## src/rtl/pipe_pkg.sv

```systemverilog
// pipe_pkg
//   Shared types and constants for the inter-stage pipeline buffers.
//   - state_e     : occupancy state of a buffer (EMPTY / ONE / FULL)
//   - main_sel_e  : source select for the main (head) payload register
//   - NOP_INST    : bubble instruction (addi x0, x0, 0) used as a stage NOP
//   - *_BUS_W     : bus widths of the core's datapath
//   - *_W         : per-boundary payload widths built from those buses
package pipe_pkg;

  typedef enum logic [1:0] {
    ST_EMPTY = 2'd0,
    ST_ONE   = 2'd1,
    ST_FULL  = 2'd2
  } state_e;

  typedef enum logic [1:0] {
    MAIN_KEEP = 2'd0,
    MAIN_IN   = 2'd1,
    MAIN_SKID = 2'd2,
    MAIN_NOP  = 2'd3
  } main_sel_e;

  localparam logic [31:0] NOP_INST = 32'h0000_0013;

  // Datapath buses
  localparam int INST_BUS_W     = 32;
  localparam int REG_BUS_W      = 32;
  localparam int MEM_ADDR_BUS_W = 32;
  localparam int REG_ADDR_BUS_W = 5;

  // Stage payloads: instruction + pc at IF/ID, operands + destination
  // downstream, one write-enable bit where a register write is carried.
  localparam int IF_ID_W  = INST_BUS_W + MEM_ADDR_BUS_W;
  localparam int ID_EX_W  = INST_BUS_W + 2 * REG_BUS_W + REG_ADDR_BUS_W + 1;
  localparam int EX_MEM_W = REG_BUS_W + MEM_ADDR_BUS_W + REG_ADDR_BUS_W + 1;
  localparam int MEM_WB_W = REG_BUS_W + REG_ADDR_BUS_W + 1;

  // Occupancy encoded by a state.
  function automatic logic [1:0] state_count(input state_e s);
    case (s)
      ST_ONE:  return 2'd1;
      ST_FULL: return 2'd2;
      default: return 2'd0;
    endcase
  endfunction

endpackage

```

## src/rtl/pipe_skid_ctrl.sv

```systemverilog
// pipe_skid_ctrl
//   Control half of pipe_stage_buf: occupancy state machine, fire logic,
//   handshake outputs and load selects for the payload registers.
// Ports
//   clk          in   clock
//   rst_n        in   synchronous active-low reset
//   hold_i       in   global stall, blocks push and pop
//   flush_i      in   discard all entries
//   in_valid_i   in   upstream valid
//   out_ready_i  in   downstream ready
//   in_ready_o   out  buffer can accept (flop when SKID=1)
//   out_valid_o  out  head entry valid (flop)
//   count_o      out  occupancy 0..2
//   main_sel_o   out  next source of the main payload register
//   skid_load_o  out  capture in_data into the skid register
module pipe_skid_ctrl
  import pipe_pkg::*;
#(
  parameter int SKID = 1
) (
  input  logic      clk,
  input  logic      rst_n,
  input  logic      hold_i,
  input  logic      flush_i,
  input  logic      in_valid_i,
  input  logic      out_ready_i,
  output logic      in_ready_o,
  output logic      out_valid_o,
  output logic [1:0] count_o,
  output main_sel_e main_sel_o,
  output logic      skid_load_o
);

  state_e     state_reg, state_next;
  logic       out_valid_reg;
  logic [1:0] count_reg;
  logic       in_fire, out_fire;

  assign out_fire = out_valid_reg & out_ready_i & ~hold_i;
  assign in_fire  = in_valid_i & in_ready_o & ~hold_i;

  generate
    if (SKID != 0) begin : g_skid
      // Ready comes straight from a flop so there is no path from
      // out_ready_i back to in_ready_o.
      logic in_ready_reg;
      always_ff @(posedge clk) begin
        in_ready_reg <= (state_next != ST_FULL);
      end
      assign in_ready_o = in_ready_reg;
    end else begin : g_single
      // Single entry: accept when empty or when the head leaves this cycle.
      assign in_ready_o = ~out_valid_reg | (out_ready_i & ~hold_i);
    end
  endgenerate

  // Reset and flush share one path: both force EMPTY and reload the bubble.
  // Hold needs no explicit term since it already suppresses both fires.
  always_comb begin
    state_next  = state_reg;
    main_sel_o  = MAIN_KEEP;
    skid_load_o = 1'b0;
    if (!rst_n || flush_i) begin
      state_next = ST_EMPTY;
      main_sel_o = MAIN_NOP;
    end else begin
      case (state_reg)
        ST_EMPTY: begin
          if (in_fire) begin
            state_next = ST_ONE;
            main_sel_o = MAIN_IN;
          end
        end
        ST_ONE: begin
          if (in_fire && out_fire) begin
            main_sel_o = MAIN_IN;
          end else if (in_fire) begin
            // Only reachable with a skid entry; with SKID=0 an accept
            // while occupied always coincides with a pop.
            if (SKID != 0) begin
              state_next  = ST_FULL;
              skid_load_o = 1'b1;
            end
          end else if (out_fire) begin
            state_next = ST_EMPTY;
            main_sel_o = MAIN_NOP;
          end
        end
        ST_FULL: begin
          if (out_fire) begin
            state_next = ST_ONE;
            main_sel_o = MAIN_SKID;
          end
        end
        default: begin
          state_next = ST_EMPTY;
          main_sel_o = MAIN_NOP;
        end
      endcase
    end
  end

  always_ff @(posedge clk) begin
    state_reg     <= state_next;
    out_valid_reg <= (state_next != ST_EMPTY);
    count_reg     <= state_count(state_next);
  end

  assign out_valid_o = out_valid_reg;
  assign count_o     = count_reg;

endmodule

```

## src/rtl/pipe_stage_buf.sv

```systemverilog
// pipe_stage_buf
//   Inter-stage pipeline buffer carrying an opaque DATA_W payload under a
//   valid/ready handshake, with global hold and flush. SKID=1 gives a
//   two-entry skid buffer with registered in_ready_o; SKID=0 a single
//   register with combinational in_ready_o.
// Ports
//   clk, rst_n   clock, synchronous active-low reset
//   hold_i       global stall
//   flush_i      pipeline kill
//   in_valid_i / in_ready_o / in_data_i     upstream handshake + payload
//   out_valid_o / out_ready_i / out_data_o  downstream handshake + payload
//   count_o      occupancy
module pipe_stage_buf
  import pipe_pkg::*;
#(
  parameter int               DATA_W  = 64,
  parameter int               SKID    = 1,
  parameter logic [DATA_W-1:0] NOP_VAL = '0
) (
  input  logic              clk,
  input  logic              rst_n,
  input  logic              hold_i,
  input  logic              flush_i,
  input  logic              in_valid_i,
  output logic              in_ready_o,
  input  logic [DATA_W-1:0] in_data_i,
  output logic              out_valid_o,
  input  logic              out_ready_i,
  output logic [DATA_W-1:0] out_data_o,
  output logic [1:0]        count_o
);

  main_sel_e         main_sel;
  logic              skid_load;
  logic [DATA_W-1:0] main_reg, main_next;
  logic [DATA_W-1:0] skid_data;

  pipe_skid_ctrl #(
    .SKID(SKID)
  ) u_ctrl (
    .clk        (clk),
    .rst_n      (rst_n),
    .hold_i     (hold_i),
    .flush_i    (flush_i),
    .in_valid_i (in_valid_i),
    .out_ready_i(out_ready_i),
    .in_ready_o (in_ready_o),
    .out_valid_o(out_valid_o),
    .count_o    (count_o),
    .main_sel_o (main_sel),
    .skid_load_o(skid_load)
  );

  generate
    if (SKID != 0) begin : g_skid
      // Contents are meaningless unless the controller is FULL, so no reset.
      logic [DATA_W-1:0] skid_reg;
      always_ff @(posedge clk) begin
        if (skid_load) begin
          skid_reg <= in_data_i;
        end
      end
      assign skid_data = skid_reg;
    end else begin : g_noskid
      assign skid_data = NOP_VAL;
    end
  endgenerate

  always_comb begin
    main_next = main_reg;
    case (main_sel)
      MAIN_IN:   main_next = in_data_i;
      MAIN_SKID: main_next = skid_data;
      MAIN_NOP:  main_next = NOP_VAL;
      default:   main_next = main_reg;
    endcase
  end

  always_ff @(posedge clk) begin
    main_reg <= main_next;
  end

  assign out_data_o = main_reg;

endmodule

```

## config.mk

```make
export PLATFORM = sky130hd
export DESIGN_NAME = pipe_stage_buf
export DESIGN_NICKNAME = d
export VERILOG_FILES = /design/src/rtl/pipe_pkg.sv /design/src/rtl/pipe_skid_ctrl.sv /design/src/rtl/pipe_stage_buf.sv
export SDC_FILE = /design/constraint.sdc
export NUM_CORES = 1
export LEC_CHECK = 0
export ABC_AREA = 1
export CAP_MARGIN = 20
export CORE_MARGIN = 1.5
export CORE_UTILIZATION = 40
export CTS_CLUSTER_DIAMETER = 50
export DETAILED_ROUTE_END_ITERATION = 8
export GPL_ROUTABILITY_DRIVEN = 0
export PLACE_DENSITY = 0.67
export SLEW_MARGIN = 20
export SYNTH_ARGS = -nofsm -noshare
export SYNTH_HDL_FRONTEND = slang
export SYNTH_SLANG_ARGS = --single-unit
```

## constraint.sdc

```tcl
create_clock -name clk -period 19.8 [get_ports clk]
set_input_delay 4.95 -clock clk [delete_from_list [all_inputs] [get_ports clk]]
set_output_delay 4.95 -clock clk [all_outputs]
set_load 0.005 [all_outputs]
```

==> flow_summary.ini <==
[synth]
seq_area_frac_synth_pct = 73.7
syn_area_um2 = 5380
synth_compound_area_share_pct = 0.0931
netlist_top_cells_count = edfxtp_1, nand2_1, nand4_1
async_flop_share_pct = 0
synth_flop_cell = edfxtp_1
synth_area_leaders = edfxtp_1, nand4_1, nand2_1, nand3_1, dfxtp_1
yosys_warnings = 0
synth-xor-area-share_pct = 0
synth_top_cell_by_area = edfxtp_1
yosysMostFrequentCell = edfxtp_1
synth_top_family_by_area = simple AND/OR/NAND/NOR gates
synthMuxAreaShare_pct = 0
synth-adder-area-share_pct = 0
synth_edf_count = 128
synth_cells = 399
ys_types = 21
synth_fp_nets = 469
ys_ff_latch = 134
synth_top_cell_area_share_pct = 71.5
synthSimpleGateAreaFrac_pct = 21.6
postSynthAreaPerCell_um2 = 13.5

[setup_path]
worst_setup_path_start_kind = input port
cp.arrival_ps = 7780
criticalPathCategory = in -> reg
startpoint = rst_n
reg2reg_depth = 8
regToRegStartpoint = u_ctrl.state_reg[0]$_DFF_P_
crit_required_ps = 19910
crit_path_end_kind = flop
cp_max_fo = 67

[routing]
drt_iter0_drc = 282
via_per_inst = 5.13
firstDrtPassIters = 4
drc_errors = 0
antenna_left = 0
wl_per_cell_um = 16.3
vias = 3671
finalWirelength_um = 11700

[clocking]
clk_latency_ps = 420
h-tree-depth = 4
cts.path.max_buffers = 2
cts_tree = built
holdBufCountCts = 0
cts_buffers = 17
clk_pin_slew_ps = 50
cts.sinks = 134
ctsRootBufferMaster = clkbuf_16
cts_resized = 0
post_cts_buffers = 0

[timing]
hold_viol = 0
worst_pin_slew_ps = 907
post-route-period-util_pct = 38.8
tns_ps = 0
final-setup-viol-count = 0
final_max_slew_viol_count = 0
fmax_mhz = 130
grt_setup_unrepaired = false
slew_headroom_pct = 39.5
finClkSkew_ps = 7.69
period_minus_slack_ps = 7670

[cells_and_area]
area_growth_syn_to_layout_pct = 36.0
antenna_cells = 0
finalNonFillerCells = 715
fin_nets = 597
drive_gt1_share_pct = 8.91

[floorplanning]
rows = 42
die_h_um = 119
num_io_pins = 138
core_area_um2 = 13200
dieWidth_um = 119
start_util_pct = 40.8
die_area_um2 = 14100

[placement]
dpl.cell_count = 684
port_buffers = 137
place_hpwl_um = 6850

[grt]
grt_pass1_wl_um = 18900
track_usage_pct = 17.5
gr-total-overflow = 0
grt_pass1_vias = 3541
grt_max_degree = 68
antenna_found_initial = 0

[power]
total_power_uw = 642
power_density_nw_per_um2 = 87.9
ir_worst_vdd_mv = 0.0450
power_leakage_nw = 2.80

[min_path]
whs_path_depth = 2
hold_path.class = reg -> reg
hold_start = g_skid.skid_reg[54]$_DFFE_PP_

[run_status]
outcome = complete, no violations

[flow_run]
maxCapViolations = 0
[cells by family (layout without fill, tap and decap cells)]
group | count (synthesis) | after routing
and+or+nand+nor | 220 | 220
DFF | 134 | 134
buffers and inverters | 44 | 184
AOI/OAI and AO/OA | 1 | 1
[per-layer routing]
metal / global-route usage, % / wire length (um) / vias to the layer above
met5: 0 / 0 / -
met2: 25.9 / 5350 / 166
met1: 23.5 / 5180 / 1729
li1: - / - / 1758
met3: 6.32 / 899 / 18
met4: 7.53 / 213 / 0
[worst max-delay path: stages]
cell and delay (ps):
clkdlybuf4s50_1 470, nand2_2 110, nor2_8 710, nand2_1 210
nor2_4 110, buf_4 600, nand4_1 210, buf_4 380
[cell usage in the layout, fill, tap and decap left out, types with 6 or more instances in the layout]
cell type        count
dfxtp_1              6
inv_1                7
nand2_1             74
edfxtp_1           128
clkbuf_1             6
nand3_2             11
clkbuf_16           17
buf_4                6
nand3_1             55
clkdlybuf4s50_1    137
nand4_1             65
[where the power goes]
part           total [mW]  internal [mW]  switching (mW)
Combinational      0.0568         0.0338          0.0230
Sequential          0.326          0.322         0.00331
Clock               0.260          0.156           0.104
[final timing paths]
path                                            endpoint  slack, ps
worst max-delay path             out_data_o[7]$_DFFE_PP_      12130
worst min-delay path            out_data_o[54]$_DFFE_PP_        540
worst max register to register   out_data_o[7]$_DFFE_PP_      16800
worst min register to register  out_data_o[54]$_DFFE_PP_        540
[area by class of cell]
type	count	area, um^2
clock buffer	23	448
clock inverter	8	35.0
fill	1090	5880
inverter	10	37.5
multi-input combinational	221	1190
sequential	134	3960
tap	176	220
timing repair buffer	143	1420
[metrics by stage]
step	utilization (%)	setup WS [ps]	area [um^2]	hold WS [ps]
6_report	55.4	12130	7310	537
5_1_grt	55.4	11840	7310	558
4_1_cts	55.4	12080	7310	541
3_5_place_dp	51.8	11650	6830	528
3_3_place_gp	51.8	11740	6830	523
2_1_floorplan	-	9650	5380	518
Power figures use the tool's default switching activity.
